`src/rtl/shared_reg_arbiter_pkg.sv`:
```
// shared_reg_arbiter_pkg: FSM state type and default sizing for the shared register arbiter
package shared_reg_arbiter_pkg;
    typedef enum logic [0:0] {IDLE = 1'b0, LOCKED = 1'b1} state_e;
    localparam int DEF_WIDTH    = 8;
    localparam int DEF_NREQ     = 4;
    localparam int DEF_MAX_LOCK = 16;
endpackage

```
`src/rtl/shared_reg_arbiter_rr_pick.sv`:
```
// rr_pick: round-robin winner search starting at ptr, wrapping modulo NREQ
module rr_pick
    import shared_reg_arbiter_pkg::*;
#(
    parameter int NREQ = DEF_NREQ
) (
    input  logic [NREQ-1:0] req,
    input  logic [2:0]      ptr,
    output logic [2:0]      w,
    output logic            any
);
    logic [2*NREQ-1:0] rot;

    assign rot = {req, req} >> ptr;
    assign any = |req;

    // scan downward so the set bit closest to ptr is the last one written
    always_comb begin
        w = '0;
        for (int i = NREQ - 1; i >= 0; i--)
            if (rot[i]) w = 3'((int'(ptr) + i) % NREQ);
    end
endmodule

```
`src/rtl/shared_reg_arbiter.sv`:
```
// shared_reg_arbiter: round-robin arbitrated shared register with optional timed ownership lock
module shared_reg_arbiter
    import shared_reg_arbiter_pkg::*;
#(
    parameter int WIDTH    = DEF_WIDTH,
    parameter int NREQ     = DEF_NREQ,
    parameter int MAX_LOCK = DEF_MAX_LOCK
) (
    input  logic                  clk,
    input  logic                  reset,
    input  logic [NREQ-1:0]       req,
    input  logic [NREQ-1:0]       lock,
    input  logic [NREQ*WIDTH-1:0] wdata,
    output logic [NREQ-1:0]       gnt,
    output logic [2:0]            owner,
    output logic [WIDTH-1:0]      q_out,
    output logic                  upd,
    output logic                  timeout
);
    state_e            st_q, st_d;
    logic [NREQ-1:0]   gnt_q, gnt_d, oh;
    logic [2:0]        owner_q, owner_d, ptr_q, ptr_d, w, src;
    logic [WIDTH-1:0]  shreg_q, shreg_d, slice;
    logic [7:0]        cnt_q, cnt_d;
    logic              upd_q, upd_d, to_q, to_d, any;

    rr_pick #(.NREQ(NREQ)) u_pick (.req(req), .ptr(ptr_q), .w(w), .any(any));

    // winner one-hot and the single write-data slice that may reach the register
    always_comb begin
        oh    = '0;
        slice = '0;
        src   = (st_q == IDLE) ? w : owner_q;
        for (int i = 0; i < NREQ; i++) begin
            oh[i] = (w == 3'(i));
            if (src == 3'(i)) slice = wdata[i*WIDTH +: WIDTH];
        end
    end

    // arbitration in IDLE, bounded ownership in LOCKED; lock of non-owners is masked by gnt
    always_comb begin
        st_d    = st_q;
        gnt_d   = '0;
        owner_d = owner_q;
        shreg_d = shreg_q;
        upd_d   = 1'b0;
        to_d    = 1'b0;
        ptr_d   = ptr_q;
        cnt_d   = cnt_q;
        if (st_q == IDLE) begin
            if (any) begin
                gnt_d   = oh;
                owner_d = w;
                shreg_d = slice;
                upd_d   = 1'b1;
                ptr_d   = 3'((int'(w) + 1) % NREQ);
                if (|(lock & oh)) begin
                    st_d  = LOCKED;
                    cnt_d = 8'd1;
                end
            end
        end else if (!(|(lock & gnt_q))) begin
            st_d = IDLE;
        end else if (cnt_q < 8'(MAX_LOCK)) begin
            gnt_d   = gnt_q;
            shreg_d = slice;
            upd_d   = 1'b1;
            cnt_d   = (cnt_q == 8'hFF) ? cnt_q : cnt_q + 8'd1;
        end else begin
            to_d = 1'b1;
            st_d = IDLE;
        end
    end

    // state registers; reset aborts any ownership without a timeout pulse
    always_ff @(posedge clk or posedge reset) begin
        if (reset) begin
            st_q    <= IDLE;
            gnt_q   <= '0;
            owner_q <= '0;
            shreg_q <= '0;
            upd_q   <= 1'b0;
            to_q    <= 1'b0;
            ptr_q   <= '0;
            cnt_q   <= '0;
        end else begin
            st_q    <= st_d;
            gnt_q   <= gnt_d;
            owner_q <= owner_d;
            shreg_q <= shreg_d;
            upd_q   <= upd_d;
            to_q    <= to_d;
            ptr_q   <= ptr_d;
            cnt_q   <= cnt_d;
        end
    end

    assign gnt     = gnt_q;
    assign owner   = owner_q;
    assign q_out   = shreg_q;
    assign upd     = upd_q;
    assign timeout = to_q;
endmodule

```
`config.mk`:
```
export PLATFORM = sky130hd
export DESIGN_NAME = shared_reg_arbiter
export DESIGN_NICKNAME = d
export VERILOG_FILES = /design/src/rtl/shared_reg_arbiter_pkg.sv /design/src/rtl/shared_reg_arbiter_rr_pick.sv /design/src/rtl/shared_reg_arbiter.sv
export SDC_FILE = /design/constraint.sdc
export NUM_CORES = 1
export LEC_CHECK = 0
export CORE_UTILIZATION = 35
export DETAILED_ROUTE_END_ITERATION = 16
export PLACE_DENSITY = 0.66
export SLEW_MARGIN = 25
export SYNTH_ARGS = -nofsm -noshare
export SYNTH_HDL_FRONTEND = slang
export SYNTH_SLANG_ARGS = --single-unit
```
`constraint.sdc`:
```
create_clock -name clk -period 2.61 [get_ports clk]
set_input_delay 0.783 -clock clk [delete_from_list [all_inputs] [get_ports clk]]
set_output_delay 0.783 -clock clk [all_outputs]
set_load 0.03 [all_outputs]
```
==> results.json, run 1 <==
{
  "status": "finished clean",
  "timing.rr.end": "q_out[2]",
  "leakagePower_nw": 1.00,
  "crit_required_ns": 2.76,
  "final_cell_mix": "56 x clkdlybuf4s50_1, 27 x dfrtp_1, 18 x buf_4, 16 x nand2_1, 10 x a21oi_1",
  "reg2reg_depth": 6,
  "ys_seq_area_share_pct": 42.7,
  "area_growth_pct": 51.5,
  "fin_area_um2": 2400,
  "dp_hpwl_um": 3190,
  "synth_area_per_cell_um2": 10.5,
  "dpl.cell_count": 272,
  "cts.clk_slew.worst_paths_ns": 0.11,
  "num_rows": 24,
  "h-tree-depth": 1,
  "grt_antenna_before_repair": 0,
  "dieArea_um2": 4790,
  "crit_arrival_ns": 2.67,
  "die_h_um": 69.2,
  "first_iter_violations": 80,
  "reg2reg_from": "st_q",
  "hold_depth": 1,
  "final_cells": 278,
  "grt_overflow": 0,
  "slew_violations": 0,
  "root_buffer": "clkbuf_8",
  "synth_edf_count": 0,
  "fill_cells": 369,
  "totalWireLength_um": 4100,
  "hold_viol_final": 0,
  "irDropWorstVdd_v": 0.000503,
  "worstHoldEndpoint": "cnt_q[5]",
  "clock_latency_ns": 0.28,
  "rrSetupSlack_ns": 0.70,
  "viasPerCell": 5.32,
  "syn_area_um2": 1580,
  "start_util_pct": 36.4,
  "rsz0062_at_grt": "no",
  "fin_skew_ns": 0.0100,
  "whs_ns": 0.514,
  "layout-drive-gt1-share_pct": 20.8,
  "grt.total_usage_pct": 18.0,
  "syn_nets": 194,
  "grt_pass1_wl_um": 6980,
  "hold_start": "cnt_q[5]",
  "numClockSinks": 27,
  "portBuffers": 57,
  "ant_nets": 0,
  "cts_tree": "built",
  "core_area_um2": 4350,
  "die_w_um": 69.2,
  "finalNetCount": 270,
  "crit_path_max_fanout": 13,
  "layout_commonest_cell": "clkdlybuf4s50_1",
  "gp_congestion": 0.877,
  "grt_start_max_net_pins": 28,
  "ys_seq_elements": 27,
  "synth_flop_cell": "dfrtp_1",
  "syn-instance-count": 151,
  "crit_type": "in -> reg",
  "drtPass1Iterations": 4,
  "endpoint_kind": "flip-flop",
  "ys_types": 49,
  "ys.warnings.count": 0,
  "cts_buffers": 3,
  "maxCapViolCount": 0,
  "drc": 0,
  "setup_viol": 0,
  "avgRoutedWirePerCell_um": 14.8,
  "postCtsHoldBufs": 0,
  "min_period_over_period_pct": 96.4,
  "dpl_cell_area_um2": 2320,
  "async_reset_ff_share_pct": 100,
  "n_antenna_cell": 0,
  "final_util_pct": 55.1,
  "hold_path_class": "reg -> reg",
  "clockBufferDepth": 2,
  "worstSetupStartpointType": "primary input",
  "ios": 59,
  "min_period_ns": 2.52,
  "powerDensity_nw_per_um2": 1130,
  "fmax_mhz": 397,
  "grt_pass1_vias": 1488,
  "dr_total_vias": 1479
}
## what timing repair did
item                                    in CTS  in global routing
setup buffers                                0                  2
gates resized for setup                      0                  3
endpoints found under the setup margin       0                 16
## final cells by class
type / count / area, um^2 / area share, %
Timing Repair Buffer: 76 / 728 / 30.4
Sequential cell: 27 / 676 / 28.2
Multi-Input combinational cell: 113 / 856 / 35.7
Tap cell: 52 / 65.1 / 2.71
Inverter: 6 / 22.5 / 0.939
Clock buffer: 3 / 41.3 / 1.72
Clock inverter: 1 / 8.76 / 0.365
## metal layers
layer  up-vias  share of wire [%]  GRT usage, %
met5         -                  0             0
met4         0               0.88          5.22
met3         5                7.3          4.94
met2        77                 47          29.1
met1       700                 45          23.5
li1        697                  -             -
## Yosys cell counts (3+ instances only)
cell type	instances	share of area, %
dfrtp_1	27	43
o21ai_1	3	0.95
mux2i_1	8	5.1
a21oi_1	11	3.5
nor2b_1	4	1.6
mux2_2	6	4.3
a22o_1	3	1.7
a211oi_1	3	1.4
o22ai_1	5	2.0
o21a_1	3	1.4
nor2_1	6	1.4
nand2_1	16	3.8
nand2b_1	3	1.2
inv_1	6	1.4
o21ai_0	4	1.3
## kinds of logic after synthesis
kind of cell               after synthesis  share of synthesized area [%]
AOI/OAI and AO/OA                       49                           24.3
xor gates and xnor gates                 1                          0.553
adders and majority gates                1                          0.790
buffers and inverters                   11                           3.87
DFF                                     27                           42.7
muxes                                   15                           10.3
other                                    1                          0.237
and+or+nand+nor                         46                           17.2
## per-stage QoR
stage	setup WS [ns]	power (mW)	setup TNS, ns
floorplan	0.271	1.80	0
detailed placement	-0.221	2.44	-3.01
global placement	-0.154	2.39	-2.13
CTS	0.0678	2.70	0
finish	0.0933	2.72	0
global route	0.00104	2.90	0
## worst max path at each step
stage               cells past startpoint  slack, ns       end  startpoint
global route                            8      0.001      st_q      req[0]
CTS                                     8       0.07  q_out[6]      req[3]
detailed placement                      8      -0.22  q_out[6]      req[3]
floorplan                               7       0.27  q_out[7]      req[2]
finish                                  8       0.09  q_out[6]      req[1]
global placement                        8      -0.15  q_out[0]      req[1]
## critical path: stages
cell and delay, ns:
clkdlybuf4s50_1 0.57, nor2_4 0.08, buf_4 0.15, o41ai_4 0.38, buf_12 0.18, mux2_2 0.34
o22ai_1 0.11, a21oi_1 0.06
## registers in the layout, indices dropped and copies added, names as in the netlist
signal   count
cnt_q        8
timeout      1
st_q         1
gnt          4
ptr_q        2
owner        2
upd          1
q_out        8
## power breakdown
group          switching [mW]  internal (mW)  total, mW
sequential              0.159          0.581      0.740
clock                   0.146          0.112      0.259
combinational           0.894          0.827       1.72
Note: power is estimated with default switching activity, not from simulation.
==> run 2, diff against run 1 <==
GPL_ROUTABILITY_DRIVEN = 0   (was unset)
==> results of run 2 <==
Same layout as run 1: the final DEF is identical, and so are final timing and power.
==> run 3, diff against run 2 <==
CORE_ASPECT_RATIO = 1.2   (was unset)
==> run 3 against run 2 <==
  * Register-to-register slack better by 0.09 ns
  * Wire length is 0.24% higher
  * Non-clock buffer count is 4 higher
  * Flip-flop and latch count stayed put
  * Hold slack better by 0.00065 ns
  * Clock skew is 0.0024 ns lower
  * Setup slack better by 0.039 ns
  * Cell area is 0.89% higher
  * Highest routed layer unchanged
  * Fmax is 1.6% higher
  * First-iteration DRC count is 61% lower
==> results.json, run 3 (synthesis gave the netlist of run 1 again) <==
{
  "status": "finished clean",
  "fmax_mhz": 404,
  "die_h_um": 75.7,
  "ant_nets": 0,
  "grt_start_max_net_pins": 28,
  "crit_arrival_ns": 2.64,
  "cts_buffers": 3,
  "drtPass1Iterations": 4,
  "grt_antenna_before_repair": 0,
  "min_period_over_period_pct": 94.9,
  "grt_pass1_vias": 1479,
  "viasPerCell": 5.09,
  "slew_violations": 0,
  "clockBufferDepth": 2,
  "leakagePower_nw": 1.01,
  "rsz0062_at_grt": "no",
  "hold_viol_final": 0,
  "first_iter_violations": 31,
  "clock_latency_ns": 0.27,
  "area_growth_pct": 52.8,
  "num_rows": 26,
  "power_mw": 2.72,
  "crit_type": "in -> reg",
  "cpPeakStageDelay_ns": 0.57,
  "rrSetupSlack_ns": 0.79,
  "core_area_um2": 4290,
  "whs_ns": 0.515,
  "crit_slowest_cell": "clkdlybuf4s50_1",
  "layout-drive-gt1-share_pct": 21.7,
  "grt_overflow": 0,
  "numClockSinks": 27,
  "setup_viol": 0,
  "avgRoutedWirePerCell_um": 14.4,
  "powerDensity_nw_per_um2": 1130,
  "layout_commonest_cell": "clkdlybuf4s50_1",
  "crit_chain": "clkdlybuf4s50_1, nor2b_2, o21a_1, o41ai_4, buf_4, mux2_2, o22ai_1, a21oi_1",
  "min_period_ns": 2.48,
  "maxCapViolCount": 0,
  "layout_setup_ws_ns": 0.133,
  "final_util_pct": 56.3,
  "crit_required_ns": 2.78,
  "n_antenna_cell": 0,
  "ios": 59,
  "dieArea_um2": 4800,
  "fill_cells": 407,
  "endpoint_kind": "flip-flop",
  "portBuffers": 57,
  "hold_path_class": "reg -> reg",
  "drc": 0,
  "postCtsSetupRepairBufs": 0,
  "dp_worst_setup_slack_ns": -0.190,
  "fin_skew_ns": 0.00760,
  "dr_total_vias": 1457,
  "crit_path_max_fanout": 11,
  "irDropWorstVdd_v": 0.000455,
  "cts_tree": "built",
  "h-tree-depth": 1,
  "start_util_pct": 36.9,
  "totalWireLength_um": 4110,
  "cts_resized": 0,
  "finalNetCount": 274,
  "final_cell_mix": "57 x clkdlybuf4s50_1, 27 x dfrtp_1, 22 x buf_4, 16 x nand2_1, 11 x a21oi_1",
  "cts.clk_slew.worst_paths_ns": 0.10,
  "root_buffer": "clkbuf_8",
  "dp_hpwl_um": 3240,
  "grt_pass1_wl_um": 6730,
  "die_w_um": 63.4,
  "grt.total_usage_pct": 18.1,
  "worstSetupStartpointType": "primary input"
}
## run 3: power by group
part	internal [mW]	switching (mW)	leakage [nW]
Sequential	0.581	0.152	0.333
Clock	0.108	0.134	0.0217
Combinational	0.856	0.892	0.655
## run 3: path summary, 6_finish.rpt
| path | startpoint | to | cells past startpoint |
|---|---|---|---|
| max | req[1] | q_out[2] | 8 |
| min | cnt_q[6] | cnt_q[6] | 1 |
| max reg2reg | cnt_q[7] | q_out[2] | 6 |
| min reg2reg | cnt_q[6] | cnt_q[6] | 1 |
| max in group asynchronous | reset | cnt_q[5] | 3 |
| min in group asynchronous | reset | ptr_q[1] | 3 |
## run 3: layout make-up
class,instances,area (um^2),share of cell area [%]
sequential,27,676,27.9
multi-input combinational,113,846,35.0
clock inverter,1,7.51,0.310
timing repair buffer,80,756,31.2
clock buffer,3,41.3,1.71
inverter,6,22.5,0.931
tap,56,70.1,2.90
## run 3: stage by stage
stage,instances,area (um^2),setup TNS [ns]
floorplan,151,1580,0
global route,286,2420,0
detailed placement,282,2370,-2.50
finish,286,2420,0
global placement,282,2370,-1.54
CTS,286,2420,0
## run 3: repair_timing
| action | in CTS | in global routing |
|---|---|---|
| setup endpoints to repair | 0 | 2 |
| hold buffers | 0 | 0 |
| hold endpoints to repair | 0 | 0 |
## run 3: per-layer routing
| metal | wire, um | track usage (%) | up-vias |
|---|---|---|---|
| met1 | 1690 | 20.7 | 685 |
| met3 | 247 | 3.44 | 6 |
| met2 | 2140 | 34.8 | 60 |
| met5 | 0 | 0 | - |
| li1 | - | - | 706 |
| met4 | 31 | 4.80 | 0 |
## run 3: worst max-delay path: cells and delay by family
family / cells / cell delay, ns
and+or+nand+nor: 1 / 0.10
buffers and inverters: 2 / 0.81
AOI/OAI and AO/OA: 4 / 0.58
muxes: 1 / 0.35
==> patch, RTL diff (config.mk and constraints of run 3) <==
The output `timeout` loses its register stage (`to_q` becomes a continuous assignment).
--- a/src/rtl/shared_reg_arbiter.sv
+++ b/src/rtl/shared_reg_arbiter.sv
@@ -80,7 +80,6 @@
             owner_q <= '0;
             shreg_q <= '0;
             upd_q   <= 1'b0;
-            to_q    <= 1'b0;
             ptr_q   <= '0;
             cnt_q   <= '0;
         end else begin
@@ -89,11 +88,12 @@
             owner_q <= owner_d;
             shreg_q <= shreg_d;
             upd_q   <= upd_d;
-            to_q    <= to_d;
             ptr_q   <= ptr_d;
             cnt_q   <= cnt_d;
         end
     end
+
+    assign to_q = to_d;
 
     assign gnt     = gnt_q;
     assign owner   = owner_q;
Formal check against the unedited RTL: same outputs for any inputs over 4 cycles, from zero or initial values and one cycle with reset high; that may be too few to reach the edited logic, so the function may still have changed.
==> patch against run 3 <==
Sequential cell count shrank 1. Synthesized area shrank 5.1%. Setup slack lost 0.11 ns. Cell count shrank 9.8%. Total power shrank 4.8%. Register-to-register slack is essentially flat. Cell area shrank 6.8%. Wire length shrank 8.9%. Highest routed layer unchanged.
==> patch: results (changes against run 3) <==
Outcome
  – Status: finished clean

Yosys
  – Synthesized net count: 179 (-7.7%)
  – Post-synth top cells: dfrtp_1 (26), mux2i_1 (18), nor2_1 (16), a221oi_2 (8), nand2_1 (8)
  – Yosys cell types: 40 (-18%)
  – Yosys warning count: 0 (unchanged)
  – FFs w/ async S/R, synth: 1.00 (unchanged)
  – Ys flop type: dfrtp_1
  – Top post-synthesis cells by area: dfrtp_1 (43%), mux2i_1 (12%), a221oi_2 (8.0%)
  – Avg Inst Size Synth: 11.0 um2 (+5.3%)
  – Sequential fraction of the synthesis area: 0.433 (+0.00646)

Run
  – Max-Cap Viols: 0 (unchanged)

Critical path
  – Worst path slowest cell: clkdlybuf4s50_1
  – CP delay by family, top: buffers and inverters
  – Crit path DAT: 1.80 ns (-0.84 ns)
  – CP peak stage delay: 0.44 ns (-0.13 ns)
  – Maximum fanout along the worst path: 2 (-9)

Drt
  – Drt first pass iters: 4 (unchanged)
  – Final WL: 3.75 mm (-8.9%)
  – Detailed router's first-iteration violation count: 27 (-13%)
  – Vias per cell: 5.04 (-1.1%)

STA
  – Worst Skew: 0.00175 ns (-0.00586 ns)
  – Pins Over Slew Limit: 0 (unchanged)
  – Slew margin rel.: 0.666

Placed design
  – HPWL after DPL: 2.97 mm (-8.1%)
  – Pre-CTS setup slack: -0.189 ns (+0.000812 ns)
  – Inst Count DP: 252 (-11%)
  – Port bufs: 57 (unchanged)
  – Area post-placement: 2170 um2 (-8.3%)

CTS
  – Clock latency on the worst-skew pair: 0.27 ns (about the same)
  – Clock Root Buffer: clkbuf_8
  – Clock Tree Buf Depth: 2 (unchanged)
  – CTS buffer count: 3 (unchanged)
  – Post-CTS Resized: 3 (+3)
  – H-tree Lvls: 1 (unchanged)
  – Clock transition at path regs: 0.08 ns (-0.02 ns)
  – Post-CTS setup buffers: 0 (unchanged)

Finish
  – Ant diodes: 0 (unchanged)
  – Final cell count without fillers: 258 (-9.8%)
  – Share of layout cells above drive strength 1: 0.216 (-0.00171)

Pwr
  – Leakage power total: 0.990 nW (-2.0%)
  – Maximum vdd drop: 482 uV (+6.1%)

Global routing
  – Global-route usage over all layers: 0.174 (-0.00710)
  – Initial antenna violation count: 0 (unchanged)
  – Global Route met1 Usage: 0.213 (+0.00622)
  – Met3 usage: 0.0106 (-0.0239)
  – Vias in the first global route: 1,320 (-11%)
  – First-pass GRT wire length: 5.92 mm (-12%)
  – Met2 Resource Use GR: 0.307 (-0.0405)
  – Largest net degree at the start of global routing: 27 (-3.6%)

Min path
  – Hold crit path type: reg -> reg
  – Cells on Worst Hold Path: 1 (unchanged)
-- patch: cell count changes in the layout (fill, tap and decap cells not counted), sizes merged, moves of 3 or more --
cell	change
a211oi	-6
a21oi	-6
a221oi	+7
a31o	+3
and2	+4
buf	-9
clkdlybuf4s50	-4
inv	-3
mux2	-6
mux2i	+10
nand2	-8
nor2	+9
o21a	-3
o22ai	-6
-- patch: path summary, 6_finish.rpt --
check	startpoint	end	slack (ns)
setup reg to reg	ptr_q[1]$_DFFE_PP0P_	cnt_q[2]$_DFFE_PP0P_	0.79
max in group asynchronous	reset	q_out[0]$_DFFE_PP0P_	1.48
hold / removal	cnt_q[6]$_DFFE_PP0P_	cnt_q[6]$_DFFE_PP0P_	0.52
hold reg to reg	cnt_q[6]$_DFFE_PP0P_	cnt_q[6]$_DFFE_PP0P_	0.52
setup / recovery	lock[3]	timeout	0.03
min in group asynchronous	reset	q_out[6]$_DFFE_PP0P_	0.88
-- patch: logic make-up after synthesis --
logic type,synth area share
and+or+nand+nor,0.165
AOI/OAI and AO/OA,0.224
DFF,0.433
muxes,0.127
buffers and inverters,0.0333
adders and majority gates,0.00833
other,0.00250
xor gates and xnor gates,0.00583
-- patch: cell type report --
class / count / area (um2)
Fill cell: 353 / 1780
Multi-Input combinational cell: 102 / 805
Timing Repair Buffer: 70 / 678
Sequential cell: 26 / 651
Tap cell: 54 / 67.6
Clock buffer: 3 / 41.3
Inverter: 3 / 11.3
-- patch: power by group --
group          total, mW  internal (mW)  switching, mW
logic               1.66          0.811          0.852
clock network      0.223          0.103          0.119
registers          0.706          0.566          0.141
-- patch: per-layer routing --
metal | share of wire | wire (um)
met5 | 0 | 0
met4 | 0.020 | 76
met3 | 0.017 | 62
met2 | 0.53 | 2000
met1 | 0.43 | 1600
